===== src/rtl/uch_pkg.sv =====
// uch_pkg: shared constants and state encoding for the uch sequencer
package uch_pkg;
    localparam int   W_DEF     = 4;
    localparam int   LEN_W_DEF = 8;
    localparam logic SEL_UP    = 1'b1;
    localparam logic SEL_DN    = 1'b0;
    typedef enum logic [2:0] {
        ST_IDLE  = 3'd0,
        ST_CLEAR = 3'd1,
        ST_UP    = 3'd2,
        ST_DOWN  = 3'd3,
        ST_CHECK = 3'd4,
        ST_DONE  = 3'd5
    } st_e;
endpackage


===== src/rtl/uch_seq_len_cnt.sv =====
// uch_seq_len_cnt: loadable run-length down-counter with last/zero flags
module uch_seq_len_cnt #(
    parameter int LEN_W = 8
) (
    input  logic             clk,
    input  logic             rst,
    input  logic             load,
    input  logic             dec,
    input  logic [LEN_W-1:0] ld_val,
    output logic             last,
    output logic             zero
);
    logic [LEN_W-1:0] rem;
    // load wins over decrement; never decrement past zero
    always_ff @(posedge clk) begin
        if (rst) rem <= '0;
        else if (load) rem <= ld_val;
        else if (dec && rem != '0) rem <= rem - 1'b1;
    end
    assign last = rem == LEN_W'(1);
    assign zero = rem == '0;
endmodule


===== src/rtl/uch_seq.sv =====
// uch_seq: sequences a uch counter through clear/up/down and checks its q
module uch_seq
    import uch_pkg::*;
#(
    parameter int W     = W_DEF,
    parameter int LEN_W = LEN_W_DEF
) (
    input  logic             uch_seq_clk,
    input  logic             uch_seq_rst,
    input  logic             uch_seq_cmd_valid,
    output logic             uch_seq_cmd_ready,
    input  logic [LEN_W-1:0] uch_seq_up_len,
    input  logic [LEN_W-1:0] uch_seq_dn_len,
    input  logic             uch_seq_abort,
    input  logic [W-1:0]     uch_seq_q,
    output logic             uch_seq_cnt_rst,
    output logic             uch_seq_en,
    output logic             uch_seq_sel,
    output logic             uch_seq_busy,
    output logic             uch_seq_done,
    output logic             uch_seq_err
);
    st_e st, nxt;
    logic [W-1:0] exp;
    logic accept, up_last, up_zero, dn_last, dn_zero, cmp;
    assign accept = st == ST_IDLE && uch_seq_cmd_valid;
    assign cmp    = st == ST_UP || st == ST_DOWN || st == ST_CHECK;
    uch_seq_len_cnt #(.LEN_W(LEN_W)) u_up (
        .clk(uch_seq_clk), .rst(uch_seq_rst), .load(accept), .dec(st == ST_UP),
        .ld_val(uch_seq_up_len), .last(up_last), .zero(up_zero)
    );
    uch_seq_len_cnt #(.LEN_W(LEN_W)) u_dn (
        .clk(uch_seq_clk), .rst(uch_seq_rst), .load(accept), .dec(st == ST_DOWN),
        .ld_val(uch_seq_dn_len), .last(dn_last), .zero(dn_zero)
    );
    // state register
    always_ff @(posedge uch_seq_clk) begin
        if (uch_seq_rst) st <= ST_IDLE;
        else st <= nxt;
    end
    // next state; abort overrides everything outside IDLE
    always_comb begin
        nxt = st;
        case (st)
            ST_IDLE:  nxt = uch_seq_cmd_valid ? ST_CLEAR : ST_IDLE;
            ST_CLEAR: nxt = !up_zero ? ST_UP : !dn_zero ? ST_DOWN : ST_CHECK;
            ST_UP:    nxt = !up_last ? ST_UP : dn_zero ? ST_CHECK : ST_DOWN;
            ST_DOWN:  nxt = dn_last ? ST_CHECK : ST_DOWN;
            ST_CHECK: nxt = ST_DONE;
            default:  nxt = ST_IDLE;
        endcase
        if (uch_seq_abort && st != ST_IDLE) nxt = ST_IDLE;
    end
    assign uch_seq_cmd_ready = st == ST_IDLE;
    assign uch_seq_busy      = st != ST_IDLE;
    assign uch_seq_cnt_rst   = st == ST_CLEAR;
    assign uch_seq_en        = st == ST_UP || st == ST_DOWN;
    assign uch_seq_sel       = st == ST_UP ? SEL_UP : SEL_DN;
    assign uch_seq_done      = st == ST_DONE;
    // expected counter value, stepped on the same edge as the counter
    always_ff @(posedge uch_seq_clk) begin
        if (uch_seq_rst || st == ST_CLEAR) exp <= '0;
        else if (st == ST_UP) exp <= exp + 1'b1;
        else if (st == ST_DOWN) exp <= exp - 1'b1;
    end
    // sticky mismatch flag, cleared on accept and held across an abort
    always_ff @(posedge uch_seq_clk) begin
        if (uch_seq_rst || accept) uch_seq_err <= 1'b0;
        else if (cmp && !uch_seq_abort && uch_seq_q != exp) uch_seq_err <= 1'b1;
    end
endmodule


===== config.mk =====
export PLATFORM = sky130hd
export DESIGN_NAME = uch_seq
export DESIGN_NICKNAME = d
export VERILOG_FILES = /design/src/rtl/uch_pkg.sv /design/src/rtl/uch_seq_len_cnt.sv /design/src/rtl/uch_seq.sv
export SDC_FILE = /design/constraint.sdc
export NUM_CORES = 1
export LEC_CHECK = 0
export ABC_AREA = 0
export BUFFER_PORTS_ARGS = -buffer_cell sky130_fd_sc_hd__buf_4
export CAP_MARGIN = 0
export CORE_UTILIZATION = 55
export DETAILED_ROUTE_END_ITERATION = 10
export PLACE_DENSITY = 0.77
export SYNTH_ARGS = -nofsm -noshare
export SYNTH_HDL_FRONTEND = slang
export SYNTH_SLANG_ARGS = --single-unit

===== constraint.sdc =====
create_clock -name uch_seq_clk -period 2.5 [get_ports uch_seq_clk]
set_input_delay 0.25 -clock uch_seq_clk [delete_from_list [all_inputs] [get_ports uch_seq_clk]]
set_output_delay 0.25 -clock uch_seq_clk [all_outputs]
set_load 0.05 [all_outputs]

# Word level (Yosys, flattened, before mapping)
# Index checks and enable logic that the tools add are counted.
# word_totals
register_bits	24
out_inout_bits	7
# classes
n_addsub	4
eq_ne	8
mux	13
n_reduce_logical	21
# ops
op	n
8-bit 2-to-1 mux	4
8-bit by 1-bit == test with 1-bit output (second input constant)	2
8-bit logical NOT	2
8-bit nonzero test	2
8-bit by 1-bit subtractor with 8-bit output (second input constant)	2
3-bit case mux with 5 select lines	1
3-bit 2-to-1 mux	4
4-bit 2-to-1 mux	2
3-bit by 2-bit == test with 1-bit output (second input constant)	2
3-bit == test (second input constant)	2
1-bit logical AND	6
2-bit nonzero test	3
4-bit by 1-bit adder with 4-bit output (second input constant)	1
1-bit logical OR	4
4-bit != test	1
4-bit by 1-bit subtractor with 4-bit output (second input constant)	1
3-bit by 1-bit == test with 1-bit output (second input constant)	1
3-bit logical NOT	1
3-bit nonzero test	1
1-bit 2-to-1 mux	2
2-bit OR reduction	1
1-bit logical NOT	1

# Longest topological paths before layout
# logic_depth
ltp_word	5
depth_mapped	7
depth_no_buf	6

# By module
# Synthesis repeated with hierarchy kept, for this count alone.
# unflattened
cells_unflattened	197
hier_area_um2	1656.6
# by_module_without_submodules
module	n_inst	cells_per_inst	area_each_um2	seq_area_each_um2
uch_seq_len_cnt	2	62	524.3	160.2
uch_seq	1	73	608.1	160.2

# Least setup slack after synthesis
# OpenSTA, ideal clock, no wires.
# synth_timing
path_kind	register -> register
start	register st[2]
end	register u_up.rem[4]
setup_ns	0.091
arrival_time_ns	2.417
slack_ns	-0.008
path_stages_with_launch	5
n_path_buf	1
synth_period_minus_slack_ns	2.508
cell_sequence	dfxtp_1 nor3_1 nand2_1 clkbuf_1 a311oi_1
# synth_via
elab_chain_len	3
# synth_lines
item	line	source
from (decl)	uch_seq.sv:23	st_e st, nxt;
from (signal assigned)	uch_seq.sv:39	else st <= nxt;
3-bit logical NOT (*)	--	
via uch_seq_cmd_ready	uch_seq.sv:11	output logic uch_seq_cmd_ready,
1-bit logical AND (*)	uch_seq.sv:26	assign accept = st == ST_IDLE && uch_seq_cmd_valid;
8-bit 2-to-1 mux or 2-bit nonzero test (tied branches)	--	
to (signal assigned)	uch_seq_len_cnt.sv:17	else if (load) rem <= ld_val;
to (signal assigned)	uch_seq_len_cnt.sv:18	else if (dec && rem != '0) rem <= rem - 1'b1;
to (decl)	uch_seq_len_cnt.sv:13	logic [LEN_W-1:0] rem;
# The timed path passes the listed nets; every way through them passes the cells marked *.
# A chain may end at the register's enable or synchronous reset.

# Worst setup path in the final report
# layout_timing
start	register st[0]
end	register u_up.rem[6]
# layout_via
elab_chain_len	3
# layout_lines
item	line
3-bit by 2-bit == test with 1-bit output or 3-bit logical NOT (tied branches)	uch_seq.sv:29, uch_seq.sv:26
1-bit logical AND, on equally long branches	uch_seq_len_cnt.sv:18, uch_seq.sv:26
2-bit nonzero test (no source line) or 8-bit 2-to-1 mux (tied branches)	--
# Parallel ways exist; a longest one is shown, timed or not.

==> flow_summary.toml <==
[yosys]
synth_enable_flop_cells = 0
synth_top_flop_cell = "sky130_fd_sc_hd__dfxtp_1"
yosys.cell_types.count = 51
flops_latches_synth = 24
synth.cell_area_um2 = 1620
avgSynthCellArea_um2 = 8.41
postSynthCellCount = 192
async_flop_share_pct = 0
synth_warnings = 0
synth_nets = 225
synth_sequential_area_ratio_pct = 29.7

[sta]
timing.final.max_slew_violations = 0
maxSlewHeadroom_pct = 47.0
setup-tns-final_ns = 0
max_freq_ghz = 0.462
post-route-period-util_pct = 86.6
max_slew.worst_pin.slew_ns = 0.793
grt_setup_unrepaired = "no"
layout_min_cycle_time_ns = 2.17
finClkSkew_ns = 0.00655
hold_violations = 0
report.final.setup_viol = 0

[setup_path]
setup.worst_path.start_class = "register"
timing.setup.critical_path_class = "reg2reg"
crit_path_max_fanout = 14
timing.critical_path.arrival_ns = 2.41
regToRegStartpoint = "st[0]"
worst_r2r_endpoint = "u_up.rem[6]"
timing.critical_path.slowest_cell_delay_ns = 0.56
slowest_stage_cell_on_the_critical_path = "sky130_fd_sc_hd__a2111oi_2"
reg2reg_slack_ns = 0.33
worst_ep_required_time_ns = 2.74
cp-end-kind = "register"
critical_path_cell_sequence = "or3b_1, buf_4, a2111oi_2, a311oi_1, nor4_1"
reg2reg_depth = 5

[power_and_ir_drop]
irDropWorstVdd_uv = 568
register_share_of_total_power_pct = 37.8
net-switching-power_uw = 588
internal_power_uw = 818
pwr_density_cell_nw_per_um2 = 732
clock_network_fraction_of_design_power_pct = 15.1
comb_power_share_pct = 47.1
static-leakage-power_uw = 0.000776
netSwitchingFraction_pct = 41.8

[run_status]
status = "finished clean"

[grt]
grt-ovfl-total = 0
grt_pass1_vias = 1339
largest_net_degree_at_the_start_of_global_routing = 27
antenna_found_initial = 0
total_global_route_track_usage_pct = 23.5
first_pass_grt_wire_length_um = 5930

[finish]
final_std_cells_w_o_fill = 253
diodes = 0
final_cell_mix = "sky130_fd_sc_hd__buf_4 (36), sky130_fd_sc_hd__dfxtp_1 (24), sky130_fd_sc_hd__nor2_1 (22)"
final_net_count = 256
area_delta_synth_final_pct = 18.9
final_core_utilization_pct = 69.6
most_common_library_cell_in_the_layout_ignoring_fill_and_taps = "sky130_fd_sc_hd__buf_4"
drive_gt1_share_pct = 21.6

[job]
max_cap_viol_count = 0

[route]
dr.max_layer_used = "met4"
postRouteAntennaNets = 0
met3_length_um = 130
wire_length_on_met1_um = 1680
detail_route.iter0.violations = 42
dr_wl_met2_um = 1720
detail_route.vias_per_cell = 6.05
via_count = 1530
wire_per_inst_um = 14.2
drtPass1Iterations = 4
postRouteWirelength_um = 3580
drc_errors = 0

[placement]
placedCellCount = 249
hpwl_um = 2610
gp_routability_congestion = 0.813
number_of_buffers_added_on_ports = 30

[die]
dieWidth_um = 56.2
fp.dieH_um = 56.2
io-pin-count = 31
fp.coreArea_um2 = 2760
num_rows = 19
total_die_area_um2 = 3160
initial_utilization_pct = 58.6

[clock_tree]
cts-buffers-inserted = 3
clockRootBuffer = "sky130_fd_sc_hd__clkbuf_4"
postCtsSetupBuffers = 0
htree_levels = 1
tritoncts_clock_tree = "done"
number_of_clock_sinks = 24
ctsResizeCount = 0
cts.reportedPaths.clkPinSlew_ns = 0.14
clk-insertion-delay-late_ns = 0.32
clk_path_buf_depth = 2
hold_buf_count_cts = 0

[hold_path]
hold_depth = 3
worstHoldStart = "uch_seq_dn_len[1]"
holdPathEnd = "u_dn.rem[1]"
timing.hold.worst.class = "in2reg"
-- through the flow --
step / setup slack (ns) / hold WS, ns / power [uW] / instance area, um2
detailed placement: 0.350 / 0.464 / 1200 / 1880
global placement: 0.422 / 0.450 / 1170 / 1880
CTS: 0.319 / 0.164 / 1410 / 1920
finish: 0.334 / 0.169 / 1410 / 1920
global route: 0.195 / 0.156 / 1510 / 1920
floorplan: 0.0666 / 0.390 / 1010 / 1620
-- power by group through the flow --
stage | logic (uW) | registers [uW] | clock network [uW]
final | 663 | 531 | 212
after global routing | 728 | 543 | 236
after CTS | 664 | 528 | 217
after detailed placement | 658 | 538 | 0
after global placement | 638 | 533 | 0
after floorplan | 493 | 521 | 0
-- state kept, by name, summed over array words and instances, names as in the netlist --
signal       flops
u_dn.rem         8
st               3
uch_seq_err      1
exp              4
u_up.rem         8
-- worst max-delay path, delay by kind of cell (launching register included) --
kind                   cells  cell delay (ns)
buffers and inverters      1             0.20
and+or+nand+nor            2             0.69
DFF                        1             0.45
AOI/OAI and AO/OA          2             0.75
-- cell type report --
class	instances	area (um2)
multi-input combinational	149	1060
fill	226	837
sequential	24	480
timing repair buffer	36	270
tap	31	38.8
clock buffer	4	36.3
inverter	9	33.8
-- routing by layer --
| metal | vias up | GRT usage, % |
|---|---|---|
| li1 | 768 | - |
| met1 | 717 | 31.0 |
| met2 | 38 | 40.5 |
| met3 | 7 | 2.79 |
| met4 | 0 | 6.27 |
| met5 | - | 0 |
-- cells in the mapped netlist, types with 5 or more instances --
library cell	instances	area, um2
sky130_fd_sc_hd__clkbuf_1	9	33.8
sky130_fd_sc_hd__o21a_1	5	37.5
sky130_fd_sc_hd__nor4_1	5	31.3
sky130_fd_sc_hd__nor2_1	22	82.6
sky130_fd_sc_hd__nand2_1	9	33.8
sky130_fd_sc_hd__a21oi_1	7	35.0
sky130_fd_sc_hd__nor3_1	10	50.1
sky130_fd_sc_hd__ha_1	8	100
sky130_fd_sc_hd__inv_1	9	33.8
sky130_fd_sc_hd__a211oi_1	10	75.1
sky130_fd_sc_hd__dfxtp_1	24	480
sky130_fd_sc_hd__xnor2_1	9	78.8
-- cells by family (layout without fill, tap and decap cells) --
kind of cell	Yosys count	in the layout	synth area share [%]
buffers and inverters	19	49	4.88
adder cells (fa/ha/maj)	10	10	8.06
multiplexers	5	5	3.18
XOR/XNOR	13	13	7.05
flip-flops	24	24	29.7
AND/OR/NAND/NOR	74	74	25.1
AO/OA/AOI/OAI	47	47	22.0
-- how the worst max path moves through the flow --
stage | to | from | depth (start not counted)
after floorplan | st[1] | st[0] | 4
after global routing | exp[3] | st[0] | 6
after global placement | exp[3] | st[0] | 6
after CTS | exp[3] | st[0] | 6
final | u_up.rem[6] | st[0] | 5
after detailed placement | exp[3] | st[0] | 6
Power figures use the tool's default switching activity.
